## src/rtl/alu_cmd_issuer.sv

```systemverilog
// Command issuer for a combinational 32-bit ALU: accepts tagged commands, waits a settle window, returns tagged results.
// Optional: define ALU_FLAGS_EN to add rsp_zero/rsp_neg flag outputs.
module alu_cmd_issuer #(
  parameter int SETTLE_CYCLES = 2,
  parameter int TAG_W         = 4
) (
  input  logic             clk,
  input  logic             rst,
  input  logic             cmd_valid,
  output logic             cmd_ready,
  input  logic [3:0]       cmd_opcode,
  input  logic [31:0]      cmd_a,
  input  logic [31:0]      cmd_b,
  input  logic [TAG_W-1:0] cmd_tag,
  output logic [3:0]       alu_opcode,
  output logic [31:0]      alu_operand1,
  output logic [31:0]      alu_operand2,
  input  logic [31:0]      alu_result,
  input  logic             alu_carry_out,
  input  logic [63:0]      alu_product,
  output logic             rsp_valid,
  input  logic             rsp_ready,
  output logic [TAG_W-1:0] rsp_tag,
  output logic [63:0]      rsp_data,
  output logic             rsp_carry,
  output logic             busy,
  output logic [15:0]      cmd_count
`ifdef ALU_FLAGS_EN
  ,
  output logic             rsp_zero,
  output logic             rsp_neg
`endif
);

  localparam logic [3:0] OP_ADD  = 4'd0;
  localparam logic [3:0] OP_SUB  = 4'd1;
  localparam logic [3:0] OP_MUL  = 4'd2;
  localparam logic [3:0] OP_INCR = 4'd3;
  localparam logic [3:0] OP_DECR = 4'd4;

  generate
    if (SETTLE_CYCLES < 1 || SETTLE_CYCLES > 15) begin : g_bad_settle
      $error("alu_cmd_issuer: SETTLE_CYCLES must be in 1..15");
    end
  endgenerate

  typedef enum logic [1:0] {IDLE, SETTLE, RESP} state_t;

  state_t     state;
  logic [3:0] settle_cnt;

  assign cmd_ready = (state == IDLE);
  assign busy      = (state != IDLE);

  // Carry and upper product bits are stale for unrelated opcodes, so mask them here.
  logic        is_mul, is_arith;
  logic [63:0] cap_data;
  logic        cap_carry;

  always_comb begin
    is_mul   = (alu_opcode == OP_MUL);
    is_arith = (alu_opcode == OP_ADD) || (alu_opcode == OP_SUB) ||
               (alu_opcode == OP_INCR) || (alu_opcode == OP_DECR);
    cap_data  = is_mul ? alu_product : {32'b0, alu_result};
    cap_carry = is_arith ? alu_carry_out : 1'b0;
  end

`ifdef ALU_FLAGS_EN
  logic cap_zero, cap_neg;
  always_comb begin
    cap_zero = is_mul ? (cap_data == 64'b0) : (cap_data[31:0] == 32'b0);
    cap_neg  = is_mul ? cap_data[63] : cap_data[31];
  end
`endif

  always_ff @(posedge clk or posedge rst) begin
    if (rst) begin
      state        <= IDLE;
      settle_cnt   <= '0;
      alu_opcode   <= '0;
      alu_operand1 <= '0;
      alu_operand2 <= '0;
      rsp_valid    <= 1'b0;
      rsp_tag      <= '0;
      rsp_data     <= '0;
      rsp_carry    <= 1'b0;
      cmd_count    <= '0;
`ifdef ALU_FLAGS_EN
      rsp_zero     <= 1'b0;
      rsp_neg      <= 1'b0;
`endif
    end else begin
      case (state)
        IDLE: begin
          if (cmd_valid) begin
            alu_opcode   <= cmd_opcode;
            alu_operand1 <= cmd_a;
            alu_operand2 <= cmd_b;
            rsp_tag      <= cmd_tag;
            settle_cnt   <= 4'(SETTLE_CYCLES - 1);
            state        <= SETTLE;
          end
        end
        SETTLE: begin
          if (settle_cnt == 4'd0) begin
            rsp_data  <= cap_data;
            rsp_carry <= cap_carry;
`ifdef ALU_FLAGS_EN
            rsp_zero  <= cap_zero;
            rsp_neg   <= cap_neg;
`endif
            rsp_valid <= 1'b1;
            state     <= RESP;
          end else begin
            settle_cnt <= settle_cnt - 4'd1;
          end
        end
        RESP: begin
          if (rsp_ready) begin
            rsp_valid <= 1'b0;
            cmd_count <= cmd_count + 16'd1;
            state     <= IDLE;
          end
        end
        default: state <= IDLE;
      endcase
    end
  end

endmodule

```

## config.mk

```make
export PLATFORM = sky130hd
export DESIGN_NAME = alu_cmd_issuer
export DESIGN_NICKNAME = d
export VERILOG_FILES = /design/src/rtl/alu_cmd_issuer.sv
export SDC_FILE = /design/constraint.sdc
export NUM_CORES = 1
export LEC_CHECK = 0
export ABC_AREA = 1
export CAP_MARGIN = 25
export CORE_AREA = 5 5 125 127
export DETAILED_ROUTE_END_ITERATION = 12
export DIE_AREA = 0 0 130 132
export DONT_BUFFER_PORTS = 1
export MAX_ROUTING_LAYER = met4
export PLACE_DENSITY = 0.68
export SYNTH_ARGS = -nofsm -noshare
export SYNTH_HDL_FRONTEND = slang
export SYNTH_SLANG_ARGS = --single-unit
```

## constraint.sdc

```tcl
create_clock -name clk -period 5.87 [get_ports clk]
set_input_delay 1.174 -clock clk [delete_from_list [all_inputs] [get_ports clk]]
set_output_delay 1.174 -clock clk [all_outputs]
set_load 0.05 [all_outputs]
```

==> results of run 1 <==
worst min-delay path by stage:
| stage | start | end | slack (ns) |
|---|---|---|---|
| 2_1_floorplan | settle_cnt[2] | settle_cnt[2] | 0.50 |
| 3_3_place_gp | settle_cnt[2] | settle_cnt[2] | 0.51 |
| 3_5_place_dp | settle_cnt[2] | settle_cnt[2] | 0.54 |
| 4_1_cts | settle_cnt[2] | settle_cnt[2] | 0.56 |
| 5_1_grt | rst | alu_operand2[25] | 0.57 |
| 6_report | settle_cnt[2] | settle_cnt[2] | 0.56 |
through the flow:
step	cells	cell area (um2)	worst slack, ns	hold WS (ns)	util
global route	802	7511	2.917	0.5677	0.5247
floorplan	612	6780	0.3761	0.5009	-
CTS	799	7436	3.008	0.5574	0.5195
detailed placement	767	6819	3.249	0.5422	0.4764
global placement	767	6819	3.357	0.5149	0.4764
finish	802	7511	3.050	0.5588	0.5247
sequential cells by signal (all words and copies together), names as in the netlist:
| name | flops |
|---|---|
| rsp_valid | 1 |
| rsp_data | 64 |
| cmd_count | 16 |
| alu_opcode | 4 |
| settle_cnt | 4 |
| rsp_tag | 4 |
| rsp_carry | 1 |
| alu_operand2 | 32 |
| alu_operand1 | 32 |
| state | 2 |
metal layers:
metal,track usage,share of wire,wire [um]
met1,0.2295,0.39,6201
met2,0.2946,0.51,8144
met3,0.06321,0.088,1408
met4,0.07275,0.021,330
met5,-,0,0
logic make-up after synthesis:
kind of cell / share of synthesized area
multiplexers: 0.1373
AO/OA/AOI/OAI: 0.05536
buffers and inverters: 0.04724
AND/OR/NAND/NOR: 0.1511
XOR/XNOR: 0.01292
adder cells (fa/ha/maj): 0.005537
flip-flops: 0.5905
final cells by class:
cell class | instances | area, um2 | area share
Clock buffer | 20 | 456.7 | 0.06080
Inverter | 24 | 95.09 | 0.01266
Sequential cell | 160 | 4004 | 0.5331
Timing Repair Buffer | 6 | 97.59 | 0.01299
Clock inverter | 12 | 160.2 | 0.02132
Multi-Input combinational cell | 396 | 2467 | 0.3285
Tap cell | 184 | 230.2 | 0.03065
synthesized netlist by cell type:
master	count
dfrtp_1	160
nand2_1	132
nor2_1	47
o21ai_1	43
nand3_1	41
mux2_2	36
mux2_4	35
o21ai_0	29
inv_1	21
buf_6	11
clkbuf_1	9
buf_2	7
buf_4	5
xnor2_1	5
xor2_1	5
nor2_4	4
a21oi_1	3
ha_1	3
inv_2	3
nand4_1	3
nand2_2	2
nand3b_1	2
nor2_2	2
nand2_4	1
nand3_4	1
nor3_1	1
nor3_2	1
worst max-delay path, stage by stage (launching register included):
cell and delay (ns):
dfrtp_1 0.48, nor2_4 0.42, inv_1 0.34
layout by cell type (no fill, tap or decap), types with 4 or more instances in the layout:
cell type,n
o21ai_1,43
mux2_2,36
nand3_1,41
nand2_1,132
clkinv_4,4
dfrtp_1,160
o21ai_0,29
inv_1,20
mux2_4,35
nor2_4,4
nor2_1,47
clkinvlp_4,4
xnor2_1,5
clkbuf_16,17
xor2_1,5
==> results.json, run 1 <==
{
  "grt_pass1_vias": 4484,
  "synth.area.top_cells": "dfrtp_1, mux2_4, nand2_1, mux2_2, o21ai_1",
  "syn_nets": 788,
  "cts_tree": "yes",
  "syn2layout_area_growth_pct": 10.78,
  "r2r_start": "alu_opcode[1]",
  "io_buffer_count": 0,
  "post_cts_resized": 0,
  "rrSetupSlack_ns": 3.19,
  "crit_end": "busy",
  "synth_cell_type_count": 27,
  "dieArea_um2": 17160,
  "cts_buffers": 17,
  "grt_max_degree": 114,
  "htree_num_levels": 4,
  "drc": 0,
  "place.gp.congestion": 0.8466,
  "diodes": 0,
  "maxCapViolations": 0,
  "synth_area_per_cell_um2": 11.08,
  "drt_pass1_iterations": 6,
  "wl_per_cell_um": 20.06,
  "fin_tns_setup_ns": 0,
  "clkLatencyLatePin_ns": 0.42,
  "end_kind": "primary output",
  "startpoint": "state[1]",
  "synth_seq_cells": 160,
  "drtIter0Drc": 319,
  "crit_type": "register to primary output",
  "reg2reg_to": "rsp_data[31]",
  "grt_pass1_wl_um": 24790,
  "viasPerCell": 5.443,
  "dp_hpwl_um": 11500,
  "finalCriticalPeriod_ns": 2.820,
  "cts-root-buf": "clkbuf_16",
  "yosysTopAreaCellShare": 0.5905,
  "rows": 44,
  "holdPathStages": 2,
  "dieHeight_um": 132,
  "die-width_um": 130,
  "fill_cells": 1242,
  "antenna_found_initial": 0,
  "grt_use_total": 0.1898,
  "holdBufCountCts": 0,
  "num_vias": 4365,
  "period_share": 0.4804,
  "clock_path_buffers": 2,
  "cp-start-kind": "register",
  "yosysSeqAreaShare": 0.5905,
  "final_nets": 781,
  "tightest_slew_ns": 0.9888,
  "syn-cell-area_um2": 6780,
  "timing.fmax_mhz": 354.6,
  "hold_viol": 0,
  "cts.clk_slew.worst_paths_ns": 0.06,
  "yosysTopAreaCell": "dfrtp_1",
  "hold_class": "register to register",
  "slew-limit-headroom": 0.3401,
  "cp_max_fo": 4,
  "clock-sinks": 160,
  "drv_slew": 0,
  "layout-drive-gt1-share": 0.1990,
  "drt-total-wl_um": 16090,
  "ios": 329,
  "postRouteAntennaNets": 0,
  "crit_arrival_ns": 1.65,
  "cp.required_ns": 4.70,
  "syn_inst": 612,
  "skew_ns": 0.01540,
  "globalRouteOverflowTotal": 0,
  "start_util": 0.4737,
  "setup_viol": 0,
  "grt_setup_unrepaired": "false",
  "yosys_warnings": 0,
  "status": "completed",
  "post_cts_buffers": 0,
  "core_um2": 14310,
  "reg2regPathDepth": 6
}
Power of run 1 is left out: the tool's default activity adds up to more than one toggle a clock period on the data nets, which glitch-free logic cannot reach.
==> inputs of run 2 (changes only) <==
clock period = 2.9 ns   (was 5.87 ns; I/O delays follow)
==> results.json, run 2 (same netlist as run 1, synthesis figures left out) <==
{
  "cts.clk_slew.worst_paths_ns": 0.06,
  "routed-wl-met3_um": 1554,
  "reg_top3": "rsp_data: 64 flops, alu_operand1: 32 flops, alu_operand2: 32 flops",
  "dpl_cell_area_um2": 6885,
  "hold_viol": 0,
  "postRouteAntennaNets": 0,
  "routed.top_layer": "met4",
  "io_buffer_count": 0,
  "holdBufCountCts": 0,
  "wl_per_cell_um": 21.23,
  "dieArea_um2": 17160,
  "num_vias": 4451,
  "largest_register": "rsp_data",
  "dp_hpwl_um": 12370,
  "htree_num_levels": 4,
  "tightest_slew_ns": 0.8938,
  "grt_setup_unrepaired": "false",
  "crit_arrival_ns": 1.65,
  "wl_met2_um": 8741,
  "antenna_found_initial": 0,
  "reg2regPathDepth": 4,
  "finalCriticalPeriod_ns": 2.232,
  "met1_length_um": 6465,
  "crit_type": "register to primary output",
  "layout_commonest_cell": "dfrtp_1",
  "final_cell_mix": "dfrtp_1, nand2_1, nor2_1, o21ai_1, nand3_1",
  "slowest_delay_ns": 0.47,
  "globalRouteOverflowTotal": 0,
  "period_share": 0.7696,
  "clock-sinks": 160,
  "start_util": 0.4737,
  "grt_use_total": 0.2030,
  "largest_reg_flops": 64,
  "drtIter0Drc": 285,
  "cts_buffers": 17,
  "cp.required_ns": 2.32,
  "post_cts_resized": 0,
  "clkLatencyLatePin_ns": 0.41,
  "post_cts_buffers": 0,
  "ios": 329,
  "setup_viol": 0,
  "crit_chain": "nor2_4, inv_1",
  "cts-root-buf": "clkbuf_16",
  "rows": 44,
  "drt-total-wl_um": 17050,
  "place.gp.congestion": 0.9132,
  "slew-limit-headroom": 0.4042,
  "fin_tns_setup_ns": 0,
  "fill_cells": 1266,
  "cp_max_fo": 4,
  "final_nets": 782,
  "end_kind": "primary output",
  "grt_max_degree": 161,
  "final_area_um2": 7432,
  "clock_path_buffers": 2,
  "syn2layout_area_growth_pct": 9.614,
  "maxCapViolations": 0,
  "viasPerCell": 5.543,
  "core_um2": 14310,
  "layout-drive-gt1-share": 0.2019,
  "die-width_um": 130,
  "dieHeight_um": 132,
  "status": "completed",
  "grt_pass1_wl_um": 26570,
  "grt_pass1_vias": 4770,
  "hold_class": "input port to async pin",
  "drt_pass1_iterations": 6,
  "crit_slowest_cell": "dfrtp_1",
  "cts_tree": "yes",
  "drc": 0,
  "cp-start-kind": "register",
  "timing.fmax_mhz": 448.1,
  "diodes": 0,
  "skew_ns": 0.007132,
  "drv_slew": 0
}
run 2: per-stage QoR:
step | hold WS, ns | worst slack [ns] | std cells | utilization
final | 0.2491 | 0.6682 | 803 | 0.5192
after global routing | 0.2607 | 0.5914 | 803 | 0.5192
after floorplan | 0.5009 | 0.2912 | 612 | -
after detailed placement | 0.5385 | 0.8251 | 771 | 0.4810
after global placement | 0.5231 | 0.8845 | 771 | 0.4810
after CTS | 0.2518 | 0.6254 | 803 | 0.5192
run 2: worst max-delay path, delay by kind of cell, from the launching register on:
kind | cells | cell delay (ns)
buffers and inverters | 1 | 0.36
DFF | 1 | 0.47
and+or+nand+nor | 1 | 0.41
run 2: final timing paths:
path / end / startpoint / slack, ns
worst max-delay path: busy / state[1] / 0.67
worst min-delay path: cmd_count[9] / rst / 0.25
worst max register to register: alu_operand2[0] / state[1] / 0.85
worst min register to register: settle_cnt[3] / settle_cnt[3] / 0.54
max in group asynchronous: alu_operand1[8] / rst / 1.95
min in group clk: state[1] / rsp_ready / 0.28
run 2: per-layer routing:
layer / vias up / track usage
met2: 208 / 0.3255
met4: 0 / 0.05543
met3: 21 / 0.08266
met1: 2220 / 0.2362
li1: 2002 / -
met5: - / -
run 2: layout make-up:
class	instances	area, um2	share of cell area
Clock buffer	18	439.2	0.05909
Clock inverter	14	107.6	0.01448
Tap cell	184	230.2	0.03098
Timing Repair Buffer	7	90.09	0.01212
Multi-Input combinational cell	396	2467	0.3320
Sequential cell	160	4004	0.5387
Inverter	24	93.84	0.01263
Power of run 2 is left out for the same reason.
